$ cat src/rtl/cbus_arbiter.sv
// ---------------------------------------------------------------------------
// cbus_arbiter_pkg / cbus_arbiter
//
// Purpose: shares one cached-bus (CBus) memory port among NUM_INPUTS
// requesters (e.g. instruction-side and data-side bus converters). One
// requester is granted per transaction and the grant is held until the final
// beat of the burst (oresp.ready && oresp.last) completes. A one-cycle idle
// bubble always separates consecutive transactions.
//
// Build option:
//   CBUS_ARB_RR_EN defined   : round-robin selection from a registered pointer
//   CBUS_ARB_RR_EN undefined : fixed priority, index 0 highest
//
// Ports:
//   clk        system clock, rising edge
//   resetn     synchronous active-low reset
//   ireqs      per-requester requests (packed array, index 0 = highest prio)
//   iresps     per-requester responses; only the granted entry is non-zero
//   oreq       request to memory (pass-through of the granted request)
//   oresp      response from memory
//   busy       high while a grant is held
//   grant_idx  index of the current grant, 0 when idle
// ---------------------------------------------------------------------------

package cbus_arbiter_pkg;

    localparam int unsigned CBUS_ADDR_W = 32;
    localparam int unsigned CBUS_DATA_W = 32;
    localparam int unsigned CBUS_LEN_W  = 8;
    localparam int unsigned CBUS_SIZE_W = 3;
    localparam int unsigned CBUS_STRB_W = CBUS_DATA_W / 8;

    // Request payload: len is beats-1, so len=0 is a single-beat transaction.
    typedef struct packed {
        logic                   valid;
        logic                   is_write;
        logic [CBUS_ADDR_W-1:0] addr;
        logic [CBUS_SIZE_W-1:0] size;
        logic [CBUS_LEN_W-1:0]  len;
        logic [CBUS_DATA_W-1:0] data;
        logic [CBUS_STRB_W-1:0] strobe;
    } cbus_req_t;

    // Response payload: ready marks a completed beat, last marks the final one.
    typedef struct packed {
        logic                   ready;
        logic                   last;
        logic [CBUS_DATA_W-1:0] data;
    } cbus_resp_t;

endpackage

module cbus_arbiter
    import cbus_arbiter_pkg::*;
#(
    parameter  int unsigned NUM_INPUTS = 2,
    localparam int unsigned IDX_W      = $clog2(NUM_INPUTS)
) (
    input  logic                             clk,
    input  logic                             resetn,
    input  cbus_req_t  [NUM_INPUTS-1:0]      ireqs,
    output cbus_resp_t [NUM_INPUTS-1:0]      iresps,
    output cbus_req_t                        oreq,
    input  cbus_resp_t                       oresp,
    output logic                             busy,
    output logic       [IDX_W-1:0]           grant_idx
);

    localparam logic [IDX_W-1:0] LAST_IDX = IDX_W'(NUM_INPUTS - 1);

    typedef enum logic {
        ST_IDLE = 1'b0,
        ST_BUSY = 1'b1
    } state_t;

    state_t           state_q;
    state_t           state_d;
    logic [IDX_W-1:0] grant_q;
    logic [IDX_W-1:0] grant_d;
    logic [IDX_W-1:0] sel_idx;
    logic             any_valid;
    logic             last_beat;

    // Final beat of the granted burst completes at the coming edge.
    assign last_beat = oresp.ready & oresp.last;

`ifdef CBUS_ARB_RR_EN
    localparam int unsigned EXT_W = IDX_W + 1;

    logic [IDX_W-1:0] rr_ptr_q;
    logic [EXT_W-1:0] cand_ext;
    logic [IDX_W-1:0] cand;

    // Round-robin pick: first valid index scanning upward from the pointer.
    always_comb begin
        sel_idx   = '0;
        any_valid = 1'b0;
        cand_ext  = '0;
        cand      = '0;
        for (int k = 0; k < int'(NUM_INPUTS); k++) begin
            cand_ext = {1'b0, rr_ptr_q} + EXT_W'(k);
            if (cand_ext >= EXT_W'(NUM_INPUTS)) begin
                cand_ext = cand_ext - EXT_W'(NUM_INPUTS);
            end
            cand = cand_ext[IDX_W-1:0];
            if (!any_valid && ireqs[cand].valid) begin
                any_valid = 1'b1;
                sel_idx   = cand;
            end
        end
    end

    // Pointer moves past the requester whose burst just finished.
    always_ff @(posedge clk) begin
        if (!resetn) begin
            rr_ptr_q <= '0;
        end else if (state_q == ST_BUSY && last_beat) begin
            rr_ptr_q <= (grant_q == LAST_IDX) ? '0 : grant_q + IDX_W'(1);
        end
    end
`else
    // Fixed-priority pick: lowest valid index wins.
    always_comb begin
        sel_idx   = '0;
        any_valid = 1'b0;
        for (int k = 0; k < int'(NUM_INPUTS); k++) begin
            if (!any_valid && ireqs[k].valid) begin
                any_valid = 1'b1;
                sel_idx   = IDX_W'(k);
            end
        end
    end
`endif

    // State and grant registers.
    always_ff @(posedge clk) begin
        if (!resetn) begin
            state_q <= ST_IDLE;
            grant_q <= '0;
        end else begin
            state_q <= state_d;
            grant_q <= grant_d;
        end
    end

    // Next-state and datapath steering; the grant is frozen while BUSY.
    always_comb begin
        state_d = state_q;
        grant_d = grant_q;
        oreq    = '0;
        iresps  = '0;
        unique case (state_q)
            ST_IDLE: begin
                if (any_valid) begin
                    state_d = ST_BUSY;
                    grant_d = sel_idx;
                end
            end
            ST_BUSY: begin
                oreq            = ireqs[grant_q];
                iresps[grant_q] = oresp;
                if (last_beat) begin
                    state_d = ST_IDLE;
                    grant_d = '0;
                end
            end
            default: begin
                state_d = ST_IDLE;
                grant_d = '0;
            end
        endcase
    end

    assign busy      = (state_q == ST_BUSY);
    assign grant_idx = grant_q;

endmodule

$ cat config.mk
export PLATFORM = sky130hd
export DESIGN_NAME = cbus_arbiter
export DESIGN_NICKNAME = d
export VERILOG_FILES = /design/src/rtl/cbus_arbiter.sv
export SDC_FILE = /design/constraint.sdc
export NUM_CORES = 1
export LEC_CHECK = 0
export ABC_AREA = 1
export BUFFER_PORTS_ARGS = -buffer_cell sky130_fd_sc_hd__buf_4
export CORE_AREA = 5 5 133 135
export CTS_CLUSTER_DIAMETER = 40
export DETAILED_ROUTE_END_ITERATION = 7
export DIE_AREA = 0 0 138 140
export HOLD_SLACK_MARGIN = 0.03
export PLACE_DENSITY = 0.38
export SLEW_MARGIN = 20
export SYNTH_ARGS = -nofsm -noshare
export SYNTH_HDL_FRONTEND = slang
export SYNTH_SLANG_ARGS = --single-unit
$ cat constraint.sdc
create_clock -name clk -period 2.3 [get_ports clk]
set_input_delay 0.115 -clock clk [delete_from_list [all_inputs] [get_ports clk]]
set_output_delay 0.115 -clock clk [all_outputs]
set_load 0.1 [all_outputs]
Word level (Yosys, flattened, before mapping)
Index checks and enable logic that the tools add are counted.
W data, S select, Z words.
{"block": "word_totals", "reg_bits": 2, "input_bits": 198}
{"block": "op_classes", "n_lt_le_gt_ge": 2, "n_eq_ne": 2, "mux": 15, "bitwise_logic": 3, "reduce_logical": 4}
{"op": "$mux W81", "n": 3}
{"op": "$and A68 B68 Y68", "n": 1}
{"op": "$mux W68", "n": 1}
{"op": "$demux W34 S1", "n": 1}
{"op": "$mux W34", "n": 1}
{"op": "$mux W1", "n": 7}
{"op": "$pmux W1 S2", "n": 2}
{"op": "$logic_and A1 B1 Y1", "n": 2}
{"op": "$lt A1 B2 Y1 const B", "n": 1}
{"op": "$ne A2 B1 Y1 const B", "n": 1}
{"op": "$ne A2 B2 Y1 const B", "n": 1}
{"op": "$reduce_and A2 Y1", "n": 1}
{"op": "$and A1 B1 Y1", "n": 1}
{"op": "$ge A1 B1 Y1 const B", "n": 1}
{"op": "$logic_not A1 Y1", "n": 1}
{"op": "$not A1 Y1", "n": 1}

Logic depth before layout (Yosys ltp)
{"block": "depth", "word_depth": 6, "ltp_mapped": 4}

Least setup slack after synthesis
OpenSTA, ideal clock, no wires.
{"block": "synth_path", "path_kind": "flip-flop to output port", "start": "register state_q (netlist: busy)", "end": "output oreq[80] in the netlist's numbering", "t_arrival_ns": 3.477, "setup_slack_ns": -1.292, "path_stages_with_launch": 4, "path_cell_list": "dfxtp_1 -> buf_2 -> nand2_2 -> o21ai_0"}
{"element": "start, declared", "line": "76", "text": "state_t state_q;"}
{"element": "start signal, assigned", "line": "141", "text": "state_q <= state_d;"}
{"element": "end, declared", "line": "63", "text": "output cbus_req_t oreq,"}

==> results.json <==
{
  "skew_ns": 0.000000916,
  "worst_slack_ns": 0.312,
  "final_cell_mix": "354 x buf_4, 163 x nand2_1, 80 x a21oi_4",
  "drv_cap": 0,
  "relSlewSlack": 0.478,
  "hpwl_mm": 12.8,
  "dr.first_iter.drc_count": 85,
  "reg2regPathDepth": 3,
  "clock-sinks": 2,
  "synth.distinct_cells": 13,
  "dp.cells": 936,
  "root_buffer": "clkbuf_16",
  "multi_input_area_sq_um": 2480,
  "grt_pass1_vias": 4009,
  "ys_warn_count": 0,
  "powerDensity_nw_per_um2": 453,
  "cpMostUsedCell": "buf_4",
  "htreeDepth": 1,
  "start_util": 0.106,
  "ctsResizeCount": 0,
  "drive_above_1_share": 0.716,
  "routed_wl_mm": 15.3,
  "fin_util": 0.351,
  "layout.nets": 919,
  "cts_tree": "built",
  "cp-end-kind": "output port",
  "hp-class": "in2reg",
  "hold_viol_final": 0,
  "layout_commonest_cell": "buf_4",
  "critPathMaxStageDelay_ns": 0.53,
  "final_max_slew_viol_count": 0,
  "cts_max_path_buffers": 2,
  "place_area_sq_um": 5660,
  "die_area_sq_um": 19300,
  "core_region_area_sq_um": 16300,
  "total_leakage_power_nw": 2.76,
  "rsz0062_at_grt": "false",
  "design_area_sq_um": 5740,
  "fin_hold_ws_ns": 0.129,
  "syn_area_sq_um": 1740,
  "cts-hold-fix-buffers": 0,
  "min_period_ns": 1.99,
  "grtUsageTotal": 0.146,
  "syn_nets": 589,
  "path_class": "reg2out",
  "ir_drop_mv": 0.202,
  "vias": 3777,
  "clkTransAtPathRegs_ns": 0.03,
  "setup_violations": 0,
  "core.rowCount": 47,
  "wl_per_cell_um": 16.3,
  "antenna_found_initial": 0,
  "cp-start-kind": "flip-flop",
  "worstPathRequired_ns": 2.18,
  "register_area_sq_um": 42.5,
  "num-fill-cells": 1829,
  "ys_ff_latch": 2,
  "avgViaCountPerCell": 4.02,
  "outcome": "finished, final reports clean",
  "instances_no_fill": 939,
  "drc": 0,
  "clk_latency_ns": 0.22,
  "antenna_cells": 0,
  "routabilityCongestion": 0.845,
  "fp.dieH_um": 140,
  "whs_path_depth": 3,
  "cp.arrival_ns": 1.87,
  "die_w_um": 138,
  "io_pins": 349,
  "ant_nets": 0,
  "postCtsSetupRepairBufs": 0,
  "grt_pass1_wl_mm": 23.0,
  "place.port_buffers": 348,
  "first_pass_iters": 4,
  "grt_max_degree": 77,
  "cp_max_fo": 57,
  "pre_cts_ws_ns": 0.536,
  "syn2layout_area_growth_pct": 230,
  "worstMarginPinSlew_ns": 0.783,
  "seq_area_frac_synth": 0.0230,
  "min_period_over_period": 0.864,
  "numCtsBuffers": 3,
  "syn_avg_cell_area_sq_um": 4.45,
  "path_cells": "buf_4 -> nand2_1 -> a21oi_4 -> buf_4",
  "max_freq_mhz": 503,
  "gr-total-overflow": 0,
  "cp_slowest_cell": "buf_4",
  "synth_cells": 391
}
per-stage QoR:
stage	power [mW]	setup TNS (ns)
finish	2.60	0
floorplan	1.77	-2.45
global placement	2.36	0
CTS	2.63	0
global route	2.70	0
detailed placement	2.36	0
critical path, delay by kind of cell, from the launching register on:
family / cells / cell delay, ns
compound gates: 1 / 0.19
buf+inv: 2 / 0.83
flops: 1 / 0.40
simple gates: 1 / 0.20
sequential cells by signal (all words and copies together), names as in the netlist:
register,cells
busy,1
grant_idx,1
power by group:
group          switching (mW)  internal, mW  leakage, nW
sequential            0.00771        0.0383       0.0171
clock                  0.0386         0.221       0.0370
combinational            1.70         0.593         2.71
total                    1.74         0.853         2.76
routing by layer:
| metal | global-route usage | up-vias | share of wire |
|---|---|---|---|
| met3 | 0.0668 | 18 | 0.11 |
| li1 | - | 1848 | - |
| met2 | 0.278 | 212 | 0.53 |
| met5 | 0 | - | 0 |
| met1 | 0.146 | 1699 | 0.34 |
| met4 | 0.0322 | 0 | 0.021 |
layout make-up:
| cell class | count | share of cell area |
|---|---|---|
| flip-flops and latches | 2 | 0.00742 |
| clock buffers | 3 | 0.0131 |
| multi-input cells | 320 | 0.432 |
| repair buffers | 357 | 0.474 |
| well taps | 220 | 0.0480 |
| inverters | 37 | 0.0255 |
path summary, 6_finish.rpt:
kind,start,to,slack [ns]
worst max-delay path,grant_idx$_SDFFE_PN0P_,oreq[49],0.31
worst min-delay path,ireqs[80],busy$_SDFF_PN0_,0.13
worst max register to register,busy$_SDFF_PN0_,grant_idx$_SDFFE_PN0P_,1.11
worst min register to register,grant_idx$_SDFFE_PN0P_,grant_idx$_SDFFE_PN0P_,0.54
Yosys cell counts:
library cell,n,area share
dfxtp_1,2,0.023
inv_1,35,0.076
nand3_1,2,0.0058
inv_2,2,0.0043
nor3_1,1,0.0029
nand2_1,163,0.35
a21oi_2,8,0.040
nand2_2,2,0.0072
buf_2,23,0.066
nor2_1,69,0.15
o21ai_0,2,0.0058
a21oi_1,73,0.21
buf_6,9,0.058
cells by family (layout without fill, tap and decap cells):
kind of cell / count (synthesis) / in the layout / share of synthesized area
simple gates: 237 / 237 / 0.517
compound gates: 83 / 83 / 0.256
buf+inv: 69 / 397 / 0.204
flops: 2 / 2 / 0.0230
No activity file was read; power rests on OpenSTA's default activity.
